**src/rtl/payload_engine_seq.sv**
```systemverilog
`timescale 1ns/1ps
// Packet sequencer for a bank of payload regex engines: clears the bank, streams the
// payload bytes, waits for the engine pipeline to drain, then reports every matching engine.
module payload_engine_seq #(
    parameter int NUM_ENG = 16,
    parameter int ID_W    = 4,
    parameter int DRAIN   = 2
) (
    input  logic               clk,
    input  logic               rst,
    input  logic [7:0]         in_data,
    input  logic               in_valid,
    input  logic               in_sop,
    input  logic               in_eop,
    output logic               in_ready,
    output logic               eng_sod,
    output logic               eng_en,
    output logic [7:0]         eng_char,
    input  logic [NUM_ENG-1:0] eng_match,
    output logic               res_valid,
    output logic [ID_W-1:0]    res_id,
    output logic               res_none,
    output logic               res_last,
    input  logic               res_ready,
    output logic               err,
    output logic               busy
);

    typedef enum logic [2:0] {
        S_IDLE,
        S_CLEAR,
        S_SCAN,
        S_DRAIN,
        S_REPORT
    } state_t;

    state_t             r_state;
    logic [3:0]         r_cnt;
    logic               r_first;
    logic [NUM_ENG-1:0] r_snap;
    logic               r_eng_sod;
    logic               r_eng_en;
    logic [7:0]         r_eng_char;
    logic               r_res_valid;
    logic [ID_W-1:0]    r_res_id;
    logic               r_res_none;
    logic               r_res_last;
    logic               r_err;

    logic               w_in_ready;
    logic               w_accept;
    logic               w_res_fire;

    function automatic logic [ID_W-1:0] f_lowest(input logic [NUM_ENG-1:0] v);
        logic [ID_W-1:0] id;
        id = '0;
        for (int i = NUM_ENG - 1; i >= 0; i--) begin
            if (v[i]) id = ID_W'(i);
        end
        return id;
    endfunction

    function automatic logic [NUM_ENG-1:0] f_drop_lowest(input logic [NUM_ENG-1:0] v);
        return v & (v - NUM_ENG'(1));
    endfunction

    always_comb begin
        w_in_ready = 1'b0;
        case (r_state)
            S_IDLE:  w_in_ready = ~in_sop;
            S_SCAN:  w_in_ready = 1'b1;
            default: w_in_ready = 1'b0;
        endcase
    end

    assign w_accept   = in_valid & w_in_ready;
    assign w_res_fire = r_res_valid & res_ready;

    always_ff @(posedge clk or posedge rst) begin
        if (rst) begin
            r_state     <= S_IDLE;
            r_cnt       <= '0;
            r_first     <= 1'b0;
            r_snap      <= '0;
            r_eng_sod   <= 1'b1;
            r_eng_en    <= 1'b0;
            r_eng_char  <= '0;
            r_res_valid <= 1'b0;
            r_res_id    <= '0;
            r_res_none  <= 1'b0;
            r_res_last  <= 1'b0;
            r_err       <= 1'b0;
        end else begin
            r_eng_sod <= 1'b0;
            r_eng_en  <= 1'b0;
            r_err     <= 1'b0;
            case (r_state)
                S_IDLE: begin
                    // A sop beat is left on the bus so SCAN consumes it as byte 0.
                    if (in_valid && in_sop) begin
                        r_state   <= S_CLEAR;
                        r_eng_sod <= 1'b1;
                    end else if (in_valid) begin
                        r_err <= 1'b1;
                    end
                end
                S_CLEAR: begin
                    r_state <= S_SCAN;
                    r_first <= 1'b1;
                end
                S_SCAN: begin
                    if (w_accept) begin
                        r_eng_en   <= 1'b1;
                        r_eng_char <= in_data;
                        r_first    <= 1'b0;
                        if (in_sop && !r_first) r_err <= 1'b1;
                        if (in_eop) begin
                            r_state <= S_DRAIN;
                            r_cnt   <= 4'(DRAIN - 1);
                        end
                    end
                end
                S_DRAIN: begin
                    if (r_cnt == '0) begin
                        r_state     <= S_REPORT;
                        r_res_valid <= 1'b1;
                        r_res_id    <= f_lowest(eng_match);
                        r_res_none  <= (eng_match == '0);
                        r_res_last  <= (f_drop_lowest(eng_match) == '0);
                        r_snap      <= f_drop_lowest(eng_match);
                    end else begin
                        r_cnt <= r_cnt - 4'd1;
                    end
                end
                S_REPORT: begin
                    // r_snap holds only the bits not yet presented on the result port.
                    if (w_res_fire) begin
                        if (r_res_last) begin
                            r_state     <= S_IDLE;
                            r_res_valid <= 1'b0;
                            r_res_id    <= '0;
                            r_res_none  <= 1'b0;
                            r_res_last  <= 1'b0;
                        end else begin
                            r_res_id   <= f_lowest(r_snap);
                            r_snap     <= f_drop_lowest(r_snap);
                            r_res_last <= (f_drop_lowest(r_snap) == '0);
                        end
                    end
                end
                default: r_state <= S_IDLE;
            endcase
        end
    end

    assign in_ready  = w_in_ready;
    assign eng_sod   = r_eng_sod;
    assign eng_en    = r_eng_en;
    assign eng_char  = r_eng_char;
    assign res_valid = r_res_valid;
    assign res_id    = r_res_id;
    assign res_none  = r_res_none;
    assign res_last  = r_res_last;
    assign err       = r_err;
    assign busy      = (r_state != S_IDLE);

endmodule

```
**config.mk**
```make
export PLATFORM = sky130hd
export DESIGN_NAME = payload_engine_seq
export DESIGN_NICKNAME = d
export VERILOG_FILES = /design/src/rtl/payload_engine_seq.sv
export SDC_FILE = /design/constraint.sdc
export NUM_CORES = 1
export LEC_CHECK = 0
export ABC_CLOCK_PERIOD_IN_PS = 2400
export CAP_MARGIN = 40
export CELL_PAD_IN_SITES_DETAIL_PLACEMENT = 0
export CELL_PAD_IN_SITES_GLOBAL_PLACEMENT = 1
export CORE_MARGIN = 3
export CORE_UTILIZATION = 35
export DETAILED_ROUTE_END_ITERATION = 6
export PLACE_DENSITY_LB_ADDON = 0.2
export SLEW_MARGIN = 10
export SYNTH_ARGS = -nofsm -noshare
export SYNTH_HDL_FRONTEND = slang
export SYNTH_SLANG_ARGS = --single-unit
```
**constraint.sdc**
```tcl
create_clock -name clk -period 2.4 [get_ports clk]
set_clock_uncertainty 0.2 [all_clocks]
set_input_delay 0.48 -clock clk [delete_from_list [all_inputs] [get_ports clk]]
set_output_delay 0.48 -clock clk [all_outputs]
set_load 0.005 [all_outputs]
```
## Yosys cells after proc, flatten, opt, wreduce, memory -nomap -nowiden

Cells that the tools add are included.

- Register bits: 42
- Input port bits: 30
- Output and inout bits: 20
- Word-level logic and storage cells: 124

- Add/subtract/negate cells: 3
- Equal/unequal tests: 12
- Multiplexer cells: 73
- Bitwise operators: 5
- Reductions and logical operators: 19

Operators with widths:

| operator | count |
|---|---|
| 4-bit 2-to-1 mux | 38 |
| 16-bit zero test | 3 |
| 16-bit 2-to-1 mux | 3 |
| 16-bit bitwise AND | 2 |
| 16-bit case mux with 2 select lines | 1 |
| 16-bit by 1-bit subtractor with 16-bit output (second input constant) | 2 |
| 3-bit 2-to-1 mux | 6 |
| 1-bit 2-to-1 mux | 16 |
| 2-bit inequality test (second input constant) | 8 |
| 4-bit case mux with 2 select lines | 2 |
| 3-bit case mux with 5 select lines | 1 |
| 1-bit case mux with 2 select lines | 6 |
| 4-bit AND reduction | 3 |
| 3-bit by 2-bit equality test with 1-bit output (second input constant) | 2 |
| 6-bit AND reduction | 1 |
| 2-bit nonzero test | 3 |
| 4-bit zero test | 1 |
| 2-bit AND reduction | 2 |
| 4-bit by 1-bit subtractor with 4-bit output (second input constant) | 1 |
| 3-bit by 1-bit equality test with 1-bit output (second input constant) | 1 |
| 3-bit equality test (second input constant) | 1 |
| 3-bit zero test | 1 |
| 3-bit AND reduction | 1 |
| 3-bit nonzero test | 1 |
| 4 further kinds | 6 |

## Depth between registers and ports, before layout

- Depth after elaboration: 19
- Mapped depth: 9

## Worst setup path after synthesis

No wires, ideal clock.

- Path kind: input to register
- Start point: input port eng_match[1]
- End point: register r_res_last, in the netlist res_last
- Setup time: 0.080 ns
- Arrival: 2.070 ns
- Data required time: 2.120 ns
- Path slack: 0.050 ns
- Stages: 8
- Path buffers: 2
- Cells stage by stage: buf_6 or4_1 buf_2 or3_1 a21oi_2 and4_1 o2111ai_1 o211ai_2

- Cells in the longest elaborated chain, start to end: 5

Ends and longest elaborated chain:

| item | RTL line | RTL |
|---|---|---|
| start, declared | 19 | `input logic [NUM_ENG-1:0] eng_match,` |
| 16-bit by 1-bit subtractor with 16-bit output | 64 | `return v & (v - NUM_ENG'(1));` |
| 16-bit bitwise AND * | 64 |  |
| 16-bit zero test * | 129 | `r_res_last <= (f_drop_lowest(eng_match) == '0);` |
| 1-bit 2-to-1 mux * | 124 | `if (r_cnt == '0) begin` |
| 1-bit case mux with 2 select lines * | 97 | `case (r_state)` |
| end signal, assigned | 129 |  |
| end signal, assigned | 147 | `r_res_last <= (f_drop_lowest(r_snap) == '0);` |
| end, declared | 47 | `logic r_res_last;` |

Mark *: on every way between the ends. The rest lies on a longest branch, timed or not. The select of a mux whose other input is x is not followed.
A chain may end at the register's enable or synchronous reset.

## Worst setup path in the final report

- Start point: register r_state[2]
- End point: output port busy

- Cells in the longest elaborated chain, start to end: 1

Ends and longest elaborated chain:

| item | RTL line | RTL |
|---|---|---|
| start, declared | 37 | `state_t r_state;` |
| start signal, assigned | 81 | `r_state <= S_IDLE;` |
| start signal, assigned | 101 | `r_state <= S_CLEAR;` |
| start signal, assigned | 108 | `r_state <= S_SCAN;` |
| 3-bit nonzero test | 165 | `assign busy = (r_state != S_IDLE);` |
| end, declared | 26 | `output logic busy` |

Every way passes these cells.

==> results.cfg <==
[timing]
slew_violations = 0
timing.fmax_mhz = 430.7
worstMarginPinSlew_ns = 0.6034
hold_viol = 0
final.setup.tns_ns = 0
slew-limit-headroom_pct = 58.73
finalCriticalPeriod_ns = 2.322
fin_crit_sh_pct = 96.73
holdWs_ns = 0.2905
fin_ws_ns = 0.07846
rsz0062_at_grt = no
setup_violations = 0

[critical_path]
cp_cell_sequence = buf_4, or3_1, clkdlybuf4s50_1
rr_startpoint = r_snap[2]
reg2reg_slack_ns = 0.13
path_class = flip-flop to output port
worst-path-max-fanout = 9
path_buf_inv = 2
reg2reg_to = res_last
crit_path_start_kind = flip-flop
cp_data_required_time_ns = 1.72
slowest_stage = clkdlybuf4s50_1
arrival_ns = 1.64
ff2ff_path_depth = 6
setup.worst_path.start = r_state[2]
cpLargestDelayFamily = buffers and inverters
slowest_delay_ns = 0.45
critPathCaptureType = output port

[route]
drtIter0Drc = 160
num_vias = 2644
finalWirelength_um = 7606
first_pass_iters = 4
ant_nets = 0
drc = 0
wire_per_inst_um = 15.12
viasPerCell = 5.256

[synth]
synthFlopType = dfrtp_1
synthTopCellsByCount = dfrtp_1 (40), nor2_1 (34), o21ai_0 (28), nand2_1 (24), a21oi_1 (22)
yosysSeqAreaShare_pct = 40.46
yosys.area_share.simple_pct = 21.78
synth-seq-cells = 41
ys_top_cells_by_area = dfrtp_1 (39%), o21ai_0 (5.5%), nor2_1 (5.0%)
synth.most_common_cell = dfrtp_1
synthCells = 294
syn-num-nets = 326
synth_top_area_share_pct = 39.43
synth_top_family_by_area = compound AO/OA/AOI/OAI gates
muxShareOfSynthArea_pct = 3.943
synth_fa_ha_area_share_pct = 1.774
yosysUniqueCellTypes = 58
synth_edf_count = 0
synth_top_cell_by_area = dfrtp_1
ys_warn_count = 0
syn_avg_cell_area_um2 = 8.635
ys_async_sr_fraction_pct = 100.0
synth_xor_area_share_pct = 0
syn_area_um2 = 2539
synth_compound_area_share_pct = 26.91

[die]
core-area_um2 = 6907
die_h_um = 91.17
pin_count = 50
dieWidth_um = 91.17
row_count = 30
die_area_um2 = 8311
start_util_pct = 36.76

[cts]
cts.htree.levels = 2
clkSinkCount = 41
cts_hold_buf = 0
clockRootBuffer = clkbuf_8
numCtsBuffers = 5
clk_pin_slew_ns = 0.08
cts_tree = yes
cts_buffer_depth = 2
clk_latency_ns = 0.30

[global_routing]
track_usage_pct = 19.11
antenna_found_initial = 0
grt_max_degree = 42
first_global_vias = 2667
grt.overflow.total = 0
grt_pass1_wl_um = 12820

[hold_path]
hold_class = flip-flop to flip-flop
hold_end = res_id[2]
hold_path_depth = 2
min_from = res_id[2]

[placed_design]
dp_slack_ns = -0.3941
dp_cells = 492
portBuffers = 49
hpwlAfterDp_um = 5732
dpl_cell_area_um2 = 3617
place.gp.congestion = 0.9329

[power]
power.density_nw_per_um2 = 936.3
switchingPower_mw = 1.345
peakVddDrop_uv = 294.2
p_int_mw = 2.270
power_leakage_nw = 1.661
swShare_pct = 37.21
power.total_mw = 3.615
comb_power_share_pct = 51.2
p_clk_share_pct = 15.7
p_seq_share_pct = 33.1

[status]
status = finished clean

[layout]
layout.nets = 438
area_delta_synth_final_pct = 52.09
final_cells = 503
area.sequential_um2 = 1027
multi_input_area_um2 = 1475
final_layout_size_suffix_gt1_share_pct = 28.01
postLayoutCoreUtil_pct = 55.91
stdcell_area_um2 = 3861
filler_cell_count = 695
n_antenna_cell = 0

[run]
max-cap-violations = 0
[sequential cells by signal, indices dropped and copies added (netlist names)]
name,cells
res_valid,1
res_last,1
r_snap,15
r_state,3
eng_en,1
eng_char,8
r_cnt,4
err,1
r_first,1
eng_sod,1
res_none,1
res_id,4
[cell usage in the layout (no fill, tap or decap), drive strengths merged, types with 3 or more instances in the layout]
cell type and n:
nand2b 3, nor3 8, or2 3, nand3 3, inv 12, o21ai 30, or3 5, o31ai 7
or4 5, buf 74, and3 3, nor4 8, nor2 34, dfrtp 40, clkbuf 5, a31oi 3
a32o 7, mux2 8, a21oi 23, o311ai 5, clkdlybuf4s50 41, nand2 24, o2bb2ai 3, dlymetal6s2s 7
[per-layer routing]
metal  track usage, %  share of wire, %
met1            24.25                45
met2            31.94                48
met3            3.645               4.2
met4            7.538               2.1
met5                0                 0
[power by group through the flow]
stage	sequential [mW]	clock [mW]	combinational [mW]
6_report	1.20	0.568	1.85
5_1_grt	1.24	0.614	2.03
4_1_cts	1.17	0.591	1.82
3_5_place_dp	1.19	0	1.79
3_3_place_gp	1.18	0	1.79
2_1_floorplan	1.18	0	0.948
[how the worst max path moves through the flow]
stage | slack (ns) | to | cells past startpoint
final | 0.08 | busy | 3
after global routing | 0.01 | busy | 3
after CTS | -0.02 | res_last | 7
after detailed placement | -0.39 | res_last | 8
after global placement | -0.35 | res_last | 8
after floorplan | 0.05 | res_last | 8
[cell families (layout without fill, tap and decap cells)]
family                     count (synthesis)  count (layout)
AOI/OAI and AO/OA                        100             101
adders and majority gates                  4               4
buffers and inverters                     31             143
DFF                                       41              41
muxes                                      9               9
and+or+nand+nor                          109             109
[area by class of cell]
class,count,share of cell area [%]
tap,96,3.111
inverter,12,1.167
multi-input combinational,223,38.20
clock buffer,5,1.782
timing repair buffer,123,27.93
clock inverter,3,1.199
sequential,41,26.60
[worst register-to-register path, stage by stage, from the launching register on]
cell,delay (ns)
dfrtp_1,0.42
or3_1,0.42
nor4_1,0.35
o21ba_2,0.18
o21ai_0,0.09
a2111o_1,0.41
o211ai_2,0.14
[repair_timing]
action	4_1_cts	5_1_grt
endpoints found under the setup margin	7	14
buffers inserted	1	1
gates cloned	1	0
gates resized for setup	5	23
pin swaps	0	1
Power figures use the tool's default switching activity.
